File: src/rtl/byte_rx_align.sv
// Serial receive aligner: finds COM-delimited byte boundaries in an MSB-first bit stream and delivers bytes once locked.
// Optional macro STRIP_COM_EN: suppress delivery of COM bytes while locked.
module byte_rx_align #(
    parameter logic [7:0]  COM      = 8'hBC,
    parameter int unsigned COM_LOCK = 4,
    parameter int unsigned IDLE_MAX = 4
) (
    input  logic       CLK,
    input  logic       RESET,
    input  logic       SER_IN,
    output logic [7:0] DATA_out,
    output logic       BYTE_STB,
    output logic       Valid_out,
    output logic [1:0] STATE
);

    localparam int unsigned BitCntW  = 3;
    localparam int unsigned ComCntW  = 3;
    localparam int unsigned IdleCntW = 4;

`ifdef STRIP_COM_EN
    localparam bit StripCom = 1'b1;
`else
    localparam bit StripCom = 1'b0;
`endif

    typedef enum logic [1:0] {
        S_SEARCH = 2'd0,
        S_ALIGN  = 2'd1,
        S_ACTIVE = 2'd2
    } state_e;

    state_e                state_q, state_d;
    logic [6:0]            sr_q, sr_d;
    logic [BitCntW-1:0]    bit_cnt_q, bit_cnt_d;
    logic [ComCntW-1:0]    com_cnt_q, com_cnt_d;
    logic [IdleCntW-1:0]   idle_cnt_q, idle_cnt_d;
    logic [7:0]            data_q, data_d;
    logic                  stb_q, stb_d;
    logic                  valid_q, valid_d;
    logic [7:0]            nb;

    // Byte completed at this edge
    assign nb = {sr_q, SER_IN};

    always_ff @(posedge CLK or negedge RESET) begin
        if (!RESET) begin
            state_q    <= S_SEARCH;
            sr_q       <= '0;
            bit_cnt_q  <= '0;
            com_cnt_q  <= '0;
            idle_cnt_q <= '0;
            data_q     <= '0;
            stb_q      <= 1'b0;
            valid_q    <= 1'b0;
        end else begin
            state_q    <= state_d;
            sr_q       <= sr_d;
            bit_cnt_q  <= bit_cnt_d;
            com_cnt_q  <= com_cnt_d;
            idle_cnt_q <= idle_cnt_d;
            data_q     <= data_d;
            stb_q      <= stb_d;
            valid_q    <= valid_d;
        end
    end

    always_comb begin
        state_d    = state_q;
        sr_d       = nb[6:0];
        bit_cnt_d  = bit_cnt_q + BitCntW'(1);
        com_cnt_d  = com_cnt_q;
        idle_cnt_d = idle_cnt_q;
        data_d     = data_q;
        stb_d      = 1'b0;

        unique case (state_q)
            S_SEARCH: begin
                bit_cnt_d = '0;
                if (nb == COM) begin
                    // A single-COM lock skips the ALIGN phase entirely
                    if (COM_LOCK == 32'd1) begin
                        state_d    = S_ACTIVE;
                        idle_cnt_d = '0;
                    end else begin
                        state_d   = S_ALIGN;
                        com_cnt_d = ComCntW'(1);
                    end
                end
            end
            S_ALIGN: begin
                if (bit_cnt_q == BitCntW'(7)) begin
                    if (nb == COM) begin
                        if (com_cnt_q + ComCntW'(1) == ComCntW'(COM_LOCK)) begin
                            state_d    = S_ACTIVE;
                            idle_cnt_d = '0;
                        end else begin
                            com_cnt_d = com_cnt_q + ComCntW'(1);
                        end
                    end else begin
                        state_d   = S_SEARCH;
                        com_cnt_d = '0;
                        bit_cnt_d = '0;
                    end
                end
            end
            S_ACTIVE: begin
                if (bit_cnt_q == BitCntW'(7)) begin
                    if (nb == 8'h00) begin
                        if (idle_cnt_q + IdleCntW'(1) == IdleCntW'(IDLE_MAX)) begin
                            state_d    = S_SEARCH;
                            bit_cnt_d  = '0;
                            com_cnt_d  = '0;
                            idle_cnt_d = '0;
                        end else begin
                            idle_cnt_d = idle_cnt_q + IdleCntW'(1);
                            data_d     = nb;
                            stb_d      = 1'b1;
                        end
                    end else begin
                        idle_cnt_d = '0;
                        if (!(StripCom && nb == COM)) begin
                            data_d = nb;
                            stb_d  = 1'b1;
                        end
                    end
                end
            end
            default: begin
                state_d   = S_SEARCH;
                bit_cnt_d = '0;
                com_cnt_d = '0;
            end
        endcase

        valid_d = (state_d == S_ACTIVE);
    end

    assign DATA_out  = data_q;
    assign BYTE_STB  = stb_q;
    assign Valid_out = valid_q;
    assign STATE     = state_q;

endmodule

File: config.mk
export PLATFORM = sky130hd
export DESIGN_NAME = byte_rx_align
export DESIGN_NICKNAME = d
export VERILOG_FILES = /design/src/rtl/byte_rx_align.sv
export SDC_FILE = /design/constraint.sdc
export NUM_CORES = 1
export LEC_CHECK = 0
export CELL_PAD_IN_SITES_DETAIL_PLACEMENT = 1
export CELL_PAD_IN_SITES_GLOBAL_PLACEMENT = 1
export CORE_ASPECT_RATIO = 0.7
export CORE_UTILIZATION = 53
export DETAILED_ROUTE_END_ITERATION = 6
export DONT_BUFFER_PORTS = 1
export PLACE_DENSITY = 0.81
export SETUP_SLACK_MARGIN = 0.2
export SYNTH_ARGS = -nofsm -noshare
export SYNTH_HDL_FRONTEND = slang
export SYNTH_SLANG_ARGS = --single-unit
File: constraint.sdc
create_clock -name CLK -period 3.2 [get_ports CLK]
set_input_delay 0.64 -clock CLK [delete_from_list [all_inputs] [get_ports CLK]]
set_output_delay 0.64 -clock CLK [all_outputs]
set_load 0.05 [all_outputs]
* After elaboration in Yosys (flattened, before gate mapping)
Index checks and enable logic that the tools add are counted.
** Word-level totals
- Register bits after elaboration :: 29
- Input port bits :: 3
- Output and inout port bits :: 12
- Logic and storage cells :: 68
** Operators by class
- $add $sub $neg :: 3
- Equal/unequal tests :: 16
- Multiplexer cells :: 35
- Reductions and logical operators :: 6
** Operators with widths (number)
- $mux W3 :: 12
- $mux W4 :: 6
- $mux W8 :: 2
- $ne A2 B2 Y1 const B :: 8
- $mux W2 :: 7
- $pmux W3 S3 :: 1
- $eq A8 B8 Y1 const B :: 1
- $logic_not A8 Y1 :: 1
- $pmux W4 S2 :: 1
- $add A3 B1 Y3 const B :: 2
- $eq A3 B3 Y1 const B :: 2
- $pmux W2 S3 :: 1
- $pmux W3 S2 :: 1
- $reduce_and A6 Y1 :: 1
- $reduce_and A5 Y1 :: 1
- $add A4 B1 Y4 const B :: 1
- $eq A2 B2 Y1 const B :: 2
- $eq A4 B3 Y1 const B :: 1
- $mux W1 :: 4
- $ne A3 B3 Y1 const B :: 1
- $reduce_and A3 Y1 :: 1
- $eq A2 B1 Y1 const B :: 1
- $logic_not A2 Y1 :: 1
- $reduce_bool A2 Y1 :: 1

* Logic depth before layout (Yosys ltp)
- Depth in word-level cells :: 7
- Gate-level depth with buffers :: 7

* Worst setup path after synthesis
OpenSTA, ideal clock, no wires.
- Path kind :: register to register
- From :: reg state_q[1] (netlist: STATE[1])
- To :: reg idle_cnt_q[3]
- Library setup time :: 65 ps
- Arrival time :: 1987 ps
- Required time :: 3135 ps
- Setup slack :: 1148 ps
- Stages on the path, launching flop included :: 8
- Path buffers :: 1
- Clock period less this slack :: 2052 ps
- Cell sequence :: dfrtp_1 inv_1 ha_1 bufbuf_16 nor2_1 o21ai_2 or4_1 nand2_1
** On the way
- Cells in the longest elaborated chain, start to end :: 3
** Ends and longest elaborated chain
- start, declared :: RTL line 33 : state_e state_q, state_d;
- start signal, assigned :: RTL line 57 : state_q <= state_d;
- $eq A2 B1 Y1 / $eq A2 B2 Y1 (equally long branches) :: RTL line 77 : unique case (state_q)
- $ne A2 B2 Y1 (no line) / $reduce_bool A2 Y1 (equally long branches)
- $reduce_and A5 Y1 (no line)
- end signal, assigned :: RTL line 61 : idle_cnt_q <= idle_cnt_d;
- end, declared :: RTL line 37 : logic [IdleCntW-1:0] idle_cnt_q, idle_cnt_d;
Parallel ways exist; a longest one is shown, timed or not.
A chain may end at the register's enable or synchronous reset.

* Final worst setup path
- From :: reg state_q[0] (netlist: STATE[0])
- To :: reg valid_q (netlist: Valid_out)
** On the way
- Cells in the longest elaborated chain, start to end :: 5
** Ends and longest elaborated chain
- $mux W2 (on tied branches) :: RTL line 110, 94
- $mux W2 (on tied branches) :: RTL line 109, 93
- $mux W2 (on tied branches) :: RTL line 108, 92
- $pmux W2 S3 * :: RTL line 77
- $eq A2 B2 Y1 * :: RTL line 136 : valid_d = (state_d == S_ACTIVE);
- net valid_d :: RTL line 40 : logic valid_q, valid_d;
- end signal, assigned :: RTL line 64 : valid_q <= valid_d;
- end, declared :: RTL line 40
Mark *: on every way through the listed nets, which the timed path passes. The rest lies on a longest branch.

==> flow_summary_export.csv <==
group,metric,value,unit
yosys,async_flop_share,100,%
yosys,synth_area,1430,um^2
sta,setup_violations,0,
yosys,ys_ff_latch,29,
pwr,leakage,0.756,nW
clock_network,cts_buffers,5,
routing,via_count,903,
placement,place_congestion,0.852,
worst_hold_path,hold_class,"in2async",
worst_setup_path,critPathMaxStageDelay,0.71,ns
worst_setup_path,cpMaxStageDelayCell,"dfrtp_1",
sta,slew-limit-headroom,61.2,%
routing,wire_per_inst,17.8,um
clock_network,cts_setup_buffers,0,
die,initial_core_util,57.0,%
sta,hold_slack,0.0541,ns
routing,route.detailed.drc,0,
final_layout,nets,135,
yosys,ys_seq_area_share,50.6,%
run,cap_viol_max_count,0,
die,die_height,45.5,um
pwr,pwr-share-comb,9.6,%
grt,grt_antenna_before_repair,0,
clock_network,cts_resized,0,
clock_network,hold_buffers,0,
routing,drt-total-wl,2780,um
worst_setup_path,r2r-start,"STATE[0]$_DFF_PN0_",
pwr,p_per_area,510,nW/um^2
yosys,synth_nets,129,
yosys,synth_edf_count,0,
grt,grt_max_degree,30,
worst_setup_path,crit_required,3.36,ns
worst_setup_path,crit_top_cell,"inv_1",
sta,hold_viol_final,0,
sta,timing.setup.tns,0,ns
worst_setup_path,path_class,"reg2reg",
outcome,status,"complete, no violations",
sta,rsz0062_at_grt,"no",
routing,drt_first_pass_iters,4,
final_layout,area_delta_synth_final,6.72,%
clock_network,clk_pin_slew_worst_paths,0.06,ns
worst_setup_path,r2r_cells,6,
final_layout,final_layout_size_suffix_gt1_share,23.8,%
die,die_w,64.2,um
sta,clock.fmax,449,MHz
worst_setup_path,cp-start-kind,"flop",
pwr,power.internal,0.579,mW
clock_network,clk_latency,0.28,ns
yosys,ys.flop_type,"dfrtp_1",
pwr,power_frac_clock,38.2,%
placement,portBuffers,0,
sta,period_share,69.6,%
worst_setup_path,worstReg2RegEnd,"Valid_out$_DFF_PN0_",
sta,worst_pin_slew,0.583,ns
clock_network,cts_root_buf,"clkbuf_8",
die,core,2510,um^2
yosys,syn_inst,116,
grt,overflow,0,
final_layout,fillers,270,
die,die_area,2920,um^2
grt,grt_pass1_vias,959,
yosys,synth_cell_type_count,39,
grt,grt_pass1_wl,4720,um
routing,drt_iter0_drc,31,
sta,period_needed,2.23,ns
clock_network,tritoncts,"yes",
pwr,p_sw_share,25.9,%
die,num_rows,15,
worst_setup_path,worstPathCellList,"inv_1, ha_1, inv_1, a31oi_2, o221a_1, a2111oi_2",
die,ios,15,
sta,skew,0.00572,ns
placement,dpl.hpwl,2100,um
pwr,seqPwrFrac,52.2,%
routing,routed_via_density,5.79,
pwr,switchingPower,0.202,mW
routing,drtAntennaViolNets,0,
yosys,yosys_warnings,0,
final_layout,diodes,0,
pwr,ir_drop,0.000325,V
worst_setup_path,r2r_setup_slack,0.97,ns
worst_setup_path,cp_max_fo,5,
worst_setup_path,end_kind,"flop",
grt,grt_usage,22.9,%
clock_network,numClockSinks,29,
clock_network,htree_levels,2,
sta,slew_violations,0,
yosys,syn_avg_cell_area,12.4,um^2
clock_network,cts_buffer_depth,2,
worst_setup_path,startpoint,"STATE[0]$_DFF_PN0_",
worst_setup_path,arrival,2.38,ns
## per-layer routing
layer | vias up | wire, um | part of all wire, % | GRT usage, %
met5 | - | 0 | 0 | 0
met4 | 0 | 51 | 1.8 | 10.7
met3 | 8 | 82 | 2.9 | 6.50
met2 | 10 | 1330 | 48 | 37.0
met1 | 461 | 1320 | 47 | 29.3
li1 | 424 | - | - | -
## worst max path at each step
stage | slack [ns] | to | depth (start not counted)
6_report | 0.97 | Valid_out$_DFF_PN0_ | 6
3_3_place_gp | 1.09 | Valid_out$_DFF_PN0_ | 7
5_1_grt | 0.86 | Valid_out$_DFF_PN0_ | 6
4_1_cts | 0.98 | Valid_out$_DFF_PN0_ | 6
3_5_place_dp | 1.02 | Valid_out$_DFF_PN0_ | 6
2_1_floorplan | 1.15 | idle_cnt_q[3]$_DFFE_PN0P_ | 7
## cell usage after synthesis, drive strengths merged (2+ instances only)
cell type  count  area, um^2
and2           2        16.3
a21boi         2        15.0
inv            4        15.0
nor2           4        15.0
nand3          3        15.0
nor3           3        26.3
o2bb2ai        2        23.8
ha            10         125
nand2         11        43.8
mux2          10         113
o21ai          8        47.6
dfrtp         29         726
o21bai         2        15.0
o211a          2        20.0
a21oi          3        15.0
and3           4        31.3
nand4b         2        17.5
## metrics by stage
| stage | setup slack [ns] | cell area [um^2] | total power [mW] | util (%) | cells |
|---|---|---|---|---|---|
| finish | 0.971 | 1530 | 0.781 | 60.8 | 156 |
| global route | 0.858 | 1530 | 0.811 | 60.8 | 156 |
| CTS | 0.981 | 1530 | 0.786 | 60.8 | 156 |
| detailed placement | 1.02 | 1440 | 0.487 | 57.4 | 149 |
| global placement | 1.09 | 1440 | 0.481 | 57.4 | 149 |
| floorplan | 1.15 | 1430 | 0.487 | - | 116 |
## area by class of cell
| cell class | count | area (um^2) | share of cell area, % |
|---|---|---|---|
| Tap cell | 34 | 42.5 | 2.78 |
| Sequential cell | 29 | 726 | 47.4 |
| Multi-Input combinational cell | 82 | 661 | 43.2 |
| Clock buffer | 7 | 86.3 | 5.64 |
| Inverter | 4 | 15.0 | 0.981 |
## sequential cells by signal, indices dropped and copies added, names as in the netlist
| register | cells |
|---|---|
| sr_q | 7 |
| bit_cnt_q | 3 |
| DATA_out | 8 |
| idle_cnt_q | 4 |
| com_cnt_q | 3 |
| STATE | 2 |
| Valid_out | 1 |
| BYTE_STB | 1 |
## cells in the final DEF, fill, tap and decap left out, types with 2 or more instances in the layout
master and count:
a21boi_0 2, a21oi_1 3, and3_1 2, clkbuf_8 6, dfrtp_1 29, ha_1 10, inv_1 4, mux2_2 10
nand2_1 10, nand3_1 3, nand4b_1 2, nor2_1 4, nor3_1 2, o211a_1 2, o21ai_0 6, o21ai_2 2
o21bai_1 2
## power by group through the flow
stage | Sequential (mW) | Combinational [mW] | Clock [mW]
after global routing | 0.409 | 0.0824 | 0.319
after floorplan | 0.409 | 0.0781 | 0
final | 0.408 | 0.0750 | 0.299
after detailed placement | 0.414 | 0.0732 | 0
after global placement | 0.412 | 0.0687 | 0
after CTS | 0.407 | 0.0751 | 0.304
## critical path: cells and delay by family, from the launching register on
family                     cells  cell delay (ns)
AOI/OAI and AO/OA              3             0.77
adders and majority gates      1             0.30
buffers and inverters          2             0.32
DFF                            1             0.71
## kinds of logic after synthesis
family / share of synthesized area [%]
compound gates: 12.9
buf+inv: 3.32
flops: 50.6
fa+ha+maj: 8.73
simple gates: 16.0
xor+xnor: 0.611
mux: 7.85
No activity file was read; power rests on OpenSTA's default activity.
